[src/rtl/axi_decerr_if.sv]
// AXI subset seen by the default (decode-error) subordinate. Signal suffixes are
// from the subordinate's point of view, so the same names work on both modports.
interface axi_decerr_if #(
   parameter int unsigned IdWidth   = 4,
   parameter int unsigned DataWidth = 64
);
   logic [IdWidth-1:0]   aw_id_i;
   logic [7:0]           aw_len_i;
   logic [5:0]           aw_atop_i;
   logic                 aw_valid_i;
   logic                 aw_ready_o;

   logic                 w_last_i;
   logic                 w_valid_i;
   logic                 w_ready_o;

   logic [IdWidth-1:0]   b_id_o;
   logic [1:0]           b_resp_o;
   logic                 b_valid_o;
   logic                 b_ready_i;

   logic [IdWidth-1:0]   ar_id_i;
   logic [7:0]           ar_len_i;
   logic                 ar_valid_i;
   logic                 ar_ready_o;

   logic [IdWidth-1:0]   r_id_o;
   logic [DataWidth-1:0] r_data_o;
   logic [1:0]           r_resp_o;
   logic                 r_last_o;
   logic                 r_valid_o;
   logic                 r_ready_i;

   modport slv (
      input  aw_id_i, aw_len_i, aw_atop_i, aw_valid_i,
      output aw_ready_o,
      input  w_last_i, w_valid_i,
      output w_ready_o,
      output b_id_o, b_resp_o, b_valid_o,
      input  b_ready_i,
      input  ar_id_i, ar_len_i, ar_valid_i,
      output ar_ready_o,
      output r_id_o, r_data_o, r_resp_o, r_last_o, r_valid_o,
      input  r_ready_i
   );

   modport mst (
      output aw_id_i, aw_len_i, aw_atop_i, aw_valid_i,
      input  aw_ready_o,
      output w_last_i, w_valid_i,
      input  w_ready_o,
      input  b_id_o, b_resp_o, b_valid_o,
      output b_ready_i,
      output ar_id_i, ar_len_i, ar_valid_i,
      input  ar_ready_o,
      input  r_id_o, r_data_o, r_resp_o, r_last_o, r_valid_o,
      output r_ready_i
   );
endinterface

[src/rtl/axi_decerr_sub.sv]
// Default AXI subordinate: answers every transaction with DECERR, drains write
// data, and returns correctly sized R bursts, including R data for ATOP atomics.
module axi_decerr_sub #(
   parameter int unsigned IdWidth   = 4,
   parameter int unsigned DataWidth = 64,
   parameter logic [63:0] RespData  = 64'hBADC_AB1E_DEAD_BEEF,
   parameter logic [1:0]  ErrResp   = 2'b11
) (
   input logic       clk_i,
   input logic       rst_i,
   axi_decerr_if.slv bus
);

   localparam int unsigned LenWidth = 8;

   typedef enum logic [1:0] {
      W_IDLE,
      W_DRAIN,
      W_RESP
   } w_state_e;

   typedef enum logic {
      R_IDLE,
      R_BURST
   } r_state_e;

   w_state_e              w_state_q, w_state_d;
   r_state_e              r_state_q, r_state_d;
   logic [IdWidth-1:0]    aw_id_q, aw_id_d;
   logic [LenWidth-1:0]   aw_len_q, aw_len_d;
   logic                  atop_pend_q, atop_pend_d;
   logic [IdWidth-1:0]    r_id_q, r_id_d;
   logic [LenWidth-1:0]   cnt_q, cnt_d;

   logic                  atop_set, atop_clr;
   logic                  aw_ready, w_ready, b_valid;
   logic                  ar_ready, r_valid, r_last;

   // Only the "atomic with read response" bit of ATOP matters here.
   logic                  unused_atop;
   assign unused_atop = ^bus.aw_atop_i[4:0];

   // ---------------------------------------------------------------------------
   // Write side: accept AW, swallow W until last, return one B.
   // ---------------------------------------------------------------------------
   always_comb begin
      // NOTE: every signal gets a default before the case so no path leaves it
      // unassigned; otherwise synthesis infers a latch to hold the old value.
      w_state_d = w_state_q;
      aw_id_d   = aw_id_q;
      aw_len_d  = aw_len_q;
      atop_set  = 1'b0;
      aw_ready  = 1'b0;
      w_ready   = 1'b0;
      b_valid   = 1'b0;

      unique case (w_state_q)
         W_IDLE: begin
            // An atomic still waiting to hand its ID to the read side blocks new AWs,
            // which keeps aw_id_q/aw_len_q valid until the read FSM copies them.
            aw_ready = !atop_pend_q;
            if (bus.aw_valid_i && aw_ready) begin
               aw_id_d   = bus.aw_id_i;
               aw_len_d  = bus.aw_len_i;
               atop_set  = bus.aw_atop_i[5];
               w_state_d = W_DRAIN;
            end
         end
         W_DRAIN: begin
            w_ready = 1'b1;
            if (bus.w_valid_i && bus.w_last_i) begin
               w_state_d = W_RESP;
            end
         end
         W_RESP: begin
            b_valid = 1'b1;
            if (bus.b_ready_i) begin
               w_state_d = W_IDLE;
            end
         end
         default: w_state_d = W_IDLE;
      endcase
   end

   // ---------------------------------------------------------------------------
   // Read side: a pending atomic takes priority over a waiting AR.
   // ---------------------------------------------------------------------------
   always_comb begin
      r_state_d = r_state_q;
      r_id_d    = r_id_q;
      cnt_d     = cnt_q;
      atop_clr  = 1'b0;
      ar_ready  = 1'b0;
      r_valid   = 1'b0;
      r_last    = 1'b0;

      unique case (r_state_q)
         R_IDLE: begin
            if (atop_pend_q) begin
               r_id_d    = aw_id_q;
               cnt_d     = aw_len_q;
               atop_clr  = 1'b1;
               r_state_d = R_BURST;
            end else begin
               ar_ready = 1'b1;
               if (bus.ar_valid_i) begin
                  r_id_d    = bus.ar_id_i;
                  cnt_d     = bus.ar_len_i;
                  r_state_d = R_BURST;
               end
            end
         end
         R_BURST: begin
            r_valid = 1'b1;
            r_last  = (cnt_q == '0);
            if (bus.r_ready_i) begin
               if (cnt_q == '0) begin
                  r_state_d = R_IDLE;
               end else begin
                  cnt_d = cnt_q - 1'b1;
               end
            end
         end
         default: r_state_d = R_IDLE;
      endcase
   end

   // Set (write side, W_IDLE only) and clear (read side, while pending) never coincide.
   assign atop_pend_d = (atop_pend_q | atop_set) & ~atop_clr;

   always_ff @(posedge clk_i) begin
      if (rst_i) begin
         w_state_q   <= W_IDLE;
         r_state_q   <= R_IDLE;
         aw_id_q     <= '0;
         aw_len_q    <= '0;
         atop_pend_q <= 1'b0;
         r_id_q      <= '0;
         cnt_q       <= '0;
      end else begin
         // NOTE: non-blocking assignments let every register sample the
         // pre-edge value of the others, independent of statement order.
         w_state_q   <= w_state_d;
         r_state_q   <= r_state_d;
         aw_id_q     <= aw_id_d;
         aw_len_q    <= aw_len_d;
         atop_pend_q <= atop_pend_d;
         r_id_q      <= r_id_d;
         cnt_q       <= cnt_d;
      end
   end

   // Handshake outputs are gated by reset so they drop in the very cycle reset is seen.
   assign bus.aw_ready_o = aw_ready & ~rst_i;
   assign bus.w_ready_o  = w_ready  & ~rst_i;
   assign bus.b_valid_o  = b_valid  & ~rst_i;
   assign bus.ar_ready_o = ar_ready & ~rst_i;
   assign bus.r_valid_o  = r_valid  & ~rst_i;
   assign bus.r_last_o   = r_last   & ~rst_i;

   assign bus.b_id_o     = aw_id_q;
   assign bus.b_resp_o   = ErrResp;
   assign bus.r_id_o     = r_id_q;
   assign bus.r_resp_o   = ErrResp;
   assign bus.r_data_o   = RespData[DataWidth-1:0];

endmodule
[src/flat_wrapper.sv]
// flat-port wrapper written by rule: the top's interface ports become plain ports
module axi_decerr_sub_flat 
#(
   parameter int unsigned IdWidth   = 4,
   parameter int unsigned DataWidth = 64,
   parameter logic [63:0] RespData  = 64'hBADC_AB1E_DEAD_BEEF,
   parameter logic [1:0]  ErrResp   = 2'b11
)
  (clk_i, rst_i, bus_aw_id_i, bus_aw_len_i, bus_aw_atop_i, bus_aw_valid_i, bus_aw_ready_o, bus_w_last_i, bus_w_valid_i, bus_w_ready_o, bus_b_id_o, bus_b_resp_o, bus_b_valid_o, bus_b_ready_i, bus_ar_id_i, bus_ar_len_i, bus_ar_valid_i, bus_ar_ready_o, bus_r_id_o, bus_r_data_o, bus_r_resp_o, bus_r_last_o, bus_r_valid_o, bus_r_ready_i);
  axi_decerr_if #(.IdWidth(IdWidth), .DataWidth(DataWidth)) bus_i ();
  input logic clk_i;
  input logic rst_i;
  input wire logic [$bits(bus_i.aw_id_i)-1:0] bus_aw_id_i;
  input wire logic [$bits(bus_i.aw_len_i)-1:0] bus_aw_len_i;
  input wire logic [$bits(bus_i.aw_atop_i)-1:0] bus_aw_atop_i;
  input wire logic [$bits(bus_i.aw_valid_i)-1:0] bus_aw_valid_i;
  output wire logic [$bits(bus_i.aw_ready_o)-1:0] bus_aw_ready_o;
  input wire logic [$bits(bus_i.w_last_i)-1:0] bus_w_last_i;
  input wire logic [$bits(bus_i.w_valid_i)-1:0] bus_w_valid_i;
  output wire logic [$bits(bus_i.w_ready_o)-1:0] bus_w_ready_o;
  output wire logic [$bits(bus_i.b_id_o)-1:0] bus_b_id_o;
  output wire logic [$bits(bus_i.b_resp_o)-1:0] bus_b_resp_o;
  output wire logic [$bits(bus_i.b_valid_o)-1:0] bus_b_valid_o;
  input wire logic [$bits(bus_i.b_ready_i)-1:0] bus_b_ready_i;
  input wire logic [$bits(bus_i.ar_id_i)-1:0] bus_ar_id_i;
  input wire logic [$bits(bus_i.ar_len_i)-1:0] bus_ar_len_i;
  input wire logic [$bits(bus_i.ar_valid_i)-1:0] bus_ar_valid_i;
  output wire logic [$bits(bus_i.ar_ready_o)-1:0] bus_ar_ready_o;
  output wire logic [$bits(bus_i.r_id_o)-1:0] bus_r_id_o;
  output wire logic [$bits(bus_i.r_data_o)-1:0] bus_r_data_o;
  output wire logic [$bits(bus_i.r_resp_o)-1:0] bus_r_resp_o;
  output wire logic [$bits(bus_i.r_last_o)-1:0] bus_r_last_o;
  output wire logic [$bits(bus_i.r_valid_o)-1:0] bus_r_valid_o;
  input wire logic [$bits(bus_i.r_ready_i)-1:0] bus_r_ready_i;
  assign bus_i.aw_id_i = bus_aw_id_i;
  assign bus_i.aw_len_i = bus_aw_len_i;
  assign bus_i.aw_atop_i = bus_aw_atop_i;
  assign bus_i.aw_valid_i = bus_aw_valid_i;
  assign bus_aw_ready_o = bus_i.aw_ready_o;
  assign bus_i.w_last_i = bus_w_last_i;
  assign bus_i.w_valid_i = bus_w_valid_i;
  assign bus_w_ready_o = bus_i.w_ready_o;
  assign bus_b_id_o = bus_i.b_id_o;
  assign bus_b_resp_o = bus_i.b_resp_o;
  assign bus_b_valid_o = bus_i.b_valid_o;
  assign bus_i.b_ready_i = bus_b_ready_i;
  assign bus_i.ar_id_i = bus_ar_id_i;
  assign bus_i.ar_len_i = bus_ar_len_i;
  assign bus_i.ar_valid_i = bus_ar_valid_i;
  assign bus_ar_ready_o = bus_i.ar_ready_o;
  assign bus_r_id_o = bus_i.r_id_o;
  assign bus_r_data_o = bus_i.r_data_o;
  assign bus_r_resp_o = bus_i.r_resp_o;
  assign bus_r_last_o = bus_i.r_last_o;
  assign bus_r_valid_o = bus_i.r_valid_o;
  assign bus_i.r_ready_i = bus_r_ready_i;
  axi_decerr_sub #(.IdWidth(IdWidth), .DataWidth(DataWidth), .RespData(RespData), .ErrResp(ErrResp)) u_core (.clk_i(clk_i), .rst_i(rst_i), .bus(bus_i));
endmodule
[config.mk]
export PLATFORM = sky130hd
export DESIGN_NAME = axi_decerr_sub_flat
export DESIGN_NICKNAME = d
export VERILOG_FILES = /design/src/rtl/axi_decerr_if.sv /design/src/rtl/axi_decerr_sub.sv /design/src/flat_wrapper.sv
export SDC_FILE = /design/constraint.sdc
export NUM_CORES = 1
export LEC_CHECK = 0
export CORE_ASPECT_RATIO = 0.7
export CORE_MARGIN = 2
export CORE_UTILIZATION = 38
export CTS_BUF_LIST = sky130_fd_sc_hd__clkbuf_16
export DETAILED_ROUTE_END_ITERATION = 10
export GPL_TIMING_DRIVEN = 0
export PLACE_DENSITY = 0.81
export SYNTH_ARGS = -nofsm -noshare
export SYNTH_HDL_FRONTEND = slang
export SYNTH_SLANG_ARGS = --single-unit
[constraint.sdc]
create_clock -name clk_i -period 2 [get_ports clk_i]
set_input_delay 0.2 -clock clk_i [delete_from_list [all_inputs] [get_ports clk_i]]
set_output_delay 0.2 -clock clk_i [all_outputs]
set_load 0.02 [all_outputs]
-- Yosys cells after proc, flatten, opt, wreduce, memory -nomap -nowiden
Index checks and enable logic that the tools add are counted.
- flip-flop bits (word level): 28
- input port bits: 38
- output and inout port bits: 82
- word-level logic and storage cells: 64
- add/subtract/negate cells: 1
- equality and inequality tests: 8
- mux-type cells: 27
- bitwise gates (word level): 11
- reduce and logical (&&, ||, !) cells: 10
- operators with widths (cell ; number):
    $mux W8 ; 4
    $pmux W8 S2 ; 1
    $mux W1 ; 15
    $logic_not A8 Y1 ; 1
    $mux W4 ; 2
    $sub A8 B1 Y8 const B ; 1
    $and A1 B1 Y1 ; 7
    $mux W2 ; 3
    $ne A2 B2 Y1 const B ; 3
    $pmux W2 S3 ; 1
    $reduce_and A3 Y1 ; 2
    $ne A2 B1 Y1 const B ; 2
    $reduce_and A2 Y1 ; 2
    $ne A3 B2 Y1 const B ; 1
    $not A1 Y1 ; 3
    $eq A2 B1 Y1 const B ; 1
    $eq A2 B2 Y1 const B ; 1
    $logic_and A1 B1 Y1 ; 2
    $logic_not A2 Y1 ; 1
    $pmux W1 S2 ; 1
    $reduce_bool A2 Y1 ; 1
    $logic_not A1 Y1 ; 1
    $or A1 B1 Y1 ; 1

-- Logic depth before layout (Yosys ltp)
- depth after elaboration: 6
- gate-level depth with buffers: 6
- mapped depth without buffers: 6

-- Worst setup path before layout
OpenSTA, ideal clock, no wires.
- path kind: reg-to-output
- from: register u_core.cnt_q[2]
- to: output bus_r_last_o
- arrival time: 1.546 ns
- data required time: 1.800 ns
- slack: 0.254 ns
- stages on the path, launching flop included: 5
- path buffers: 0
- path through: dfxtp_1 -> or4_4 -> nor2_4 -> nand3b_2 -> nor3_1
- word-level cells in the longest chain between the ends: 3
- RTL lines (item ; line ; RTL):
    from (decl) ; axi_decerr_sub.sv:33 ; logic [LenWidth-1:0] cnt_q, cnt_d;
    from (signal assigned) ; axi_decerr_sub.sv:149 ; cnt_q <= cnt_d;
    $logic_not A8 Y1 ; axi_decerr_sub.sv:115 ; r_last = (cnt_q == '0);
    $mux W1 ; axi_decerr_sub.sv:97 ; unique case (r_state_q)
    $and A1 B1 Y1 ; axi_decerr_sub.sv:159 ; assign bus.r_last_o = r_last & ~rst_i;
    to (decl) ; flat_wrapper.sv:32 ; output wire logic [$bits(bus_i.r_last_o)-1:0] bus_r_last_o;
No other way between the ends.

-- Worst setup path after layout
Ends and elaborated chain as after synthesis.

==> impl_metrics.ini <==
[logic_synthesis]
postSynthRegisterBits = 28
fraction_of_the_yosys_area_taken_by_sequential_cells_pct = 28.0
synth_cell_types = 42
syn_inst = 253
synth.avg_cell_area_sq_um = 7.92
yosysWarnings = 0
synth_area_sq_um = 2000

[cts]
htreeDepth = 1
clock-root-buffer = sky130_fd_sc_hd__clkbuf_16
cts_tree = done
number_of_sinks_on_the_clock_net = 28
cts.hold.buffers_added = 0
clock_insertion_delay_worst_skew_ns = 0.27
post_cts_setup_repair_bufs = 0
number_of_buffers_created_by_cts = 3
clock_path_buffers = 2
clock_slew_at_reported_path_ffs_ns = 0.07

[setup_path]
worst_ep_arrival_time_ns = 1.74
r2r-start = u_core.cnt_q[0]
setup.worst_path.end_class = primary output
worst_ep_required_time_ns = 1.80
timing.critical_path.fanout_max = 8
path_class = flip-flop to primary output
worst_setup_path_start_kind = flip-flop
ff2ff_path_depth = 6
timing.critical_path.from = u_core.cnt_q[2]

[power]
total_switching_power_w = 0.000724
comb_power_share_pct = 39.5
power_density_nw_per_um2 = 729
max-vdd-ir-drop_mv = 0.408
sequentialPowerShare_pct = 32.3
internal_power_w = 0.00140
power.share.clock_pct = 28.2
switching_share_pct = 34.1
static-leakage-power_nw = 1.33

[timing]
worst_clock_skew_ns = 0.00266
slew_violations = 0
max_slew_margin_pct = 61.4
setup_violations = 0
worstMarginPinSlew_ns = 0.574
post-route-min-period_ns = 1.94
final-hold-violation-count = 0
grt_setup_unrepaired = false
final_min_period_over_clock_period_pct = 96.8
max_clock_freq_mhz = 517

[layout]
filler_cell_count = 495
final_core_util_pct = 56.4
drive_gt1_share_pct = 24.5
fin_nets = 409
antenna_cells = 0
final_cells = 440
syn_to_final_growth_pct = 45.6

[global_route]
grt_max_degree = 17
grtUsageTotal_pct = 16.9
global_route.overflow_total = 0
antenna_found_initial = 0
grt_pass1_vias = 1638
grt_pass1_wl_um = 7960

[route]
drt_first_iter_violations = 141
drt-pass1-iter-count = 5
detailroute.via_count = 1877
route.detailed.vias_per_inst = 4.27
post-route-drc-count = 0
wl_per_cell_um = 12.0
ant_nets = 0
wl_um = 5270

[die]
initial_core_util_pct = 38.7
vert_die_dim_um = 64.7
boundaryPins = 120
fp.dieArea_sq_um = 5880
floorplan.rows = 22
die_x_um = 90.8
core_area_sq_um = 5170

[placed_design]
gpl.final_weighted_congestion = 0.952
dpl.cell_count = 436
hpwl_after_detailed_placement_um = 4110
port-buffer-count = 45

[min_path]
hold_path_depth = 2
min_from = rst_i
min-delay-path-class = input port to flip-flop

[outcome]
run_status = finished clean

[run]
cap_viol_max_count = 0
-- per-layer routing --
layer  up-vias  track usage, %  share of wire [%]
met2        90            26.4                 45
met4         0            3.79               0.36
li1        960               -                  -
met3         2            5.00                9.3
met5         -               0                  0
met1       825            23.2                 45
-- synth_stat cells --
library cell	n	area share [%]
sky130_fd_sc_hd__nand3b_2	1	0.56
sky130_fd_sc_hd__mux2i_1	11	5.5
sky130_fd_sc_hd__a31oi_1	3	0.94
sky130_fd_sc_hd__o2111ai_1	2	0.87
sky130_fd_sc_hd__o21a_1	2	0.75
sky130_fd_sc_hd__nand2_1	32	6.0
sky130_fd_sc_hd__buf_2	3	0.75
sky130_fd_sc_hd__o22ai_1	2	0.62
sky130_fd_sc_hd__or3_1	3	0.94
sky130_fd_sc_hd__a21oi_1	20	5.0
sky130_fd_sc_hd__or4_4	1	0.56
sky130_fd_sc_hd__o21ba_2	2	1.0
sky130_fd_sc_hd__o41ai_2	1	0.81
sky130_fd_sc_hd__nor2_1	15	2.8
sky130_fd_sc_hd__or4b_4	1	0.69
sky130_fd_sc_hd__nor2_4	1	0.56
sky130_fd_sc_hd__nand4_1	1	0.31
sky130_fd_sc_hd__o32ai_1	1	0.44
sky130_fd_sc_hd__nand2b_1	2	0.62
sky130_fd_sc_hd__o211ai_1	3	1.1
sky130_fd_sc_hd__clkbuf_1	8	1.5
sky130_fd_sc_hd__a211oi_1	5	1.9
sky130_fd_sc_hd__a22oi_1	1	0.37
sky130_fd_sc_hd__o31ai_1	2	0.75
sky130_fd_sc_hd__or4b_1	1	0.50
sky130_fd_sc_hd__dfxtp_1	28	28
sky130_fd_sc_hd__buf_4	69	26
sky130_fd_sc_hd__and3_1	2	0.62
sky130_fd_sc_hd__inv_1	6	1.1
sky130_fd_sc_hd__and2_1	1	0.31
sky130_fd_sc_hd__o311a_1	1	0.50
sky130_fd_sc_hd__nor3_1	5	1.2
sky130_fd_sc_hd__or4_1	1	0.37
sky130_fd_sc_hd__ha_1	2	1.2
sky130_fd_sc_hd__clkinv_1	1	0.19
sky130_fd_sc_hd__a2bb2oi_2	1	0.75
sky130_fd_sc_hd__o21ai_0	3	0.75
sky130_fd_sc_hd__nor4b_1	1	0.44
sky130_fd_sc_hd__o22ai_4	1	1.0
sky130_fd_sc_hd__nor4_1	2	0.62
sky130_fd_sc_hd__nand3_1	3	0.75
sky130_fd_sc_hd__conb_1	2	0.37
-- placed cells by master (no fill, tap or decap), drive strengths merged, types with 2 or more instances in the layout --
cell type	count
nor2	16
dfxtp	28
inv	6
nand2b	2
or3	3
mux2i	11
nor3	5
and3	2
buf	73
conb	68
nand3	3
a21oi	20
or4	2
a211oi	5
a31oi	3
or4b	2
o31ai	2
nand2	32
dlygate4sd2	2
clkdlybuf4s50	41
clkbuf	11
o211ai	3
ha	2
o2111ai	2
o22ai	3
o21ba	2
nor4	2
o21ai	3
o21a	2
-- through the flow --
step	power (W)	worst slack (ns)	TNS [ns]	hold WS (ns)	instance area (sq um)
final	0.00213	0.0642	0	0.311	2920
after CTS	0.00208	0.0162	0	0.320	2890
after detailed placement	0.00148	-0.144	-0.144	0.452	2790
after global placement	0.00147	-0.150	-0.150	0.443	2790
after floorplan	0.00128	0.254	0	0.336	2250
after global routing	0.00223	0.00574	0	0.364	2920
-- kinds of logic (layout without fill, tap and decap cells) --
kind of cell | Yosys count | after routing | synth area share (%)
AOI/OAI and AO/OA | 50 | 50 | 17.6
adders and majority gates | 2 | 2 | 1.25
buffers and inverters | 87 | 136 | 29.4
DFF | 28 | 28 | 28.0
muxes | 11 | 11 | 5.50
other | 2 | 68 | 0.375
and+or+nand+nor | 73 | 73 | 17.9
-- registers in the layout, summed over array words and instances, names as in the netlist --
name                count
u_core.aw_len_q         8
u_core.cnt_q            8
u_core.bus.b_id_o       4
u_core.bus.r_id_o       4
u_core.w_state_q        2
u_core.atop_pend_q      1
u_core.r_state_q        1
-- final timing paths --
check | end | slack (ns)
worst min-delay path | u_core.cnt_q[6] | 0.31
worst max-delay path | bus_r_last_o | 0.06
worst max register to register | u_core.cnt_q[6] | 0.10
worst min register to register | u_core.aw_len_q[3] | 0.46
-- cell type report --
class / instances / area, sq um / share of cell area, %
clock inverter: 1 / 30.0 / 1.03
inverter: 7 / 27.5 / 0.944
buffer: 80 / 563 / 19.3
clock buffer: 3 / 75.1 / 2.57
tap: 72 / 90.1 / 3.09
timing repair buffer: 45 / 445 / 15.3
multi-input combinational: 204 / 1120 / 38.4
sequential: 28 / 564 / 19.3
-- worst max-delay path: stages (launching register included) --
cell,delay [ns]
sky130_fd_sc_hd__dfxtp_4,0.38
sky130_fd_sc_hd__or4_4,0.56
sky130_fd_sc_hd__nor2_4,0.13
sky130_fd_sc_hd__nand3b_2,0.11
sky130_fd_sc_hd__nor3_2,0.11
sky130_fd_sc_hd__buf_2,0.19
-- power by group through the flow --
stage                     Clock, W  Combinational (W)  Sequential (W)
after floorplan                  0           0.000585        0.000692
after global placement           0           0.000784        0.000689
after detailed placement         0           0.000790        0.000692
after CTS                 0.000604           0.000794        0.000680
after global routing      0.000634           0.000896        0.000696
final                     0.000600           0.000839        0.000687
-- what timing repair did --
action	CTS	global route
hold endpoints to repair	0	0
resized for setup	8	6
endpoints found under the setup margin	4	5
Power figures use the tool's default switching activity.
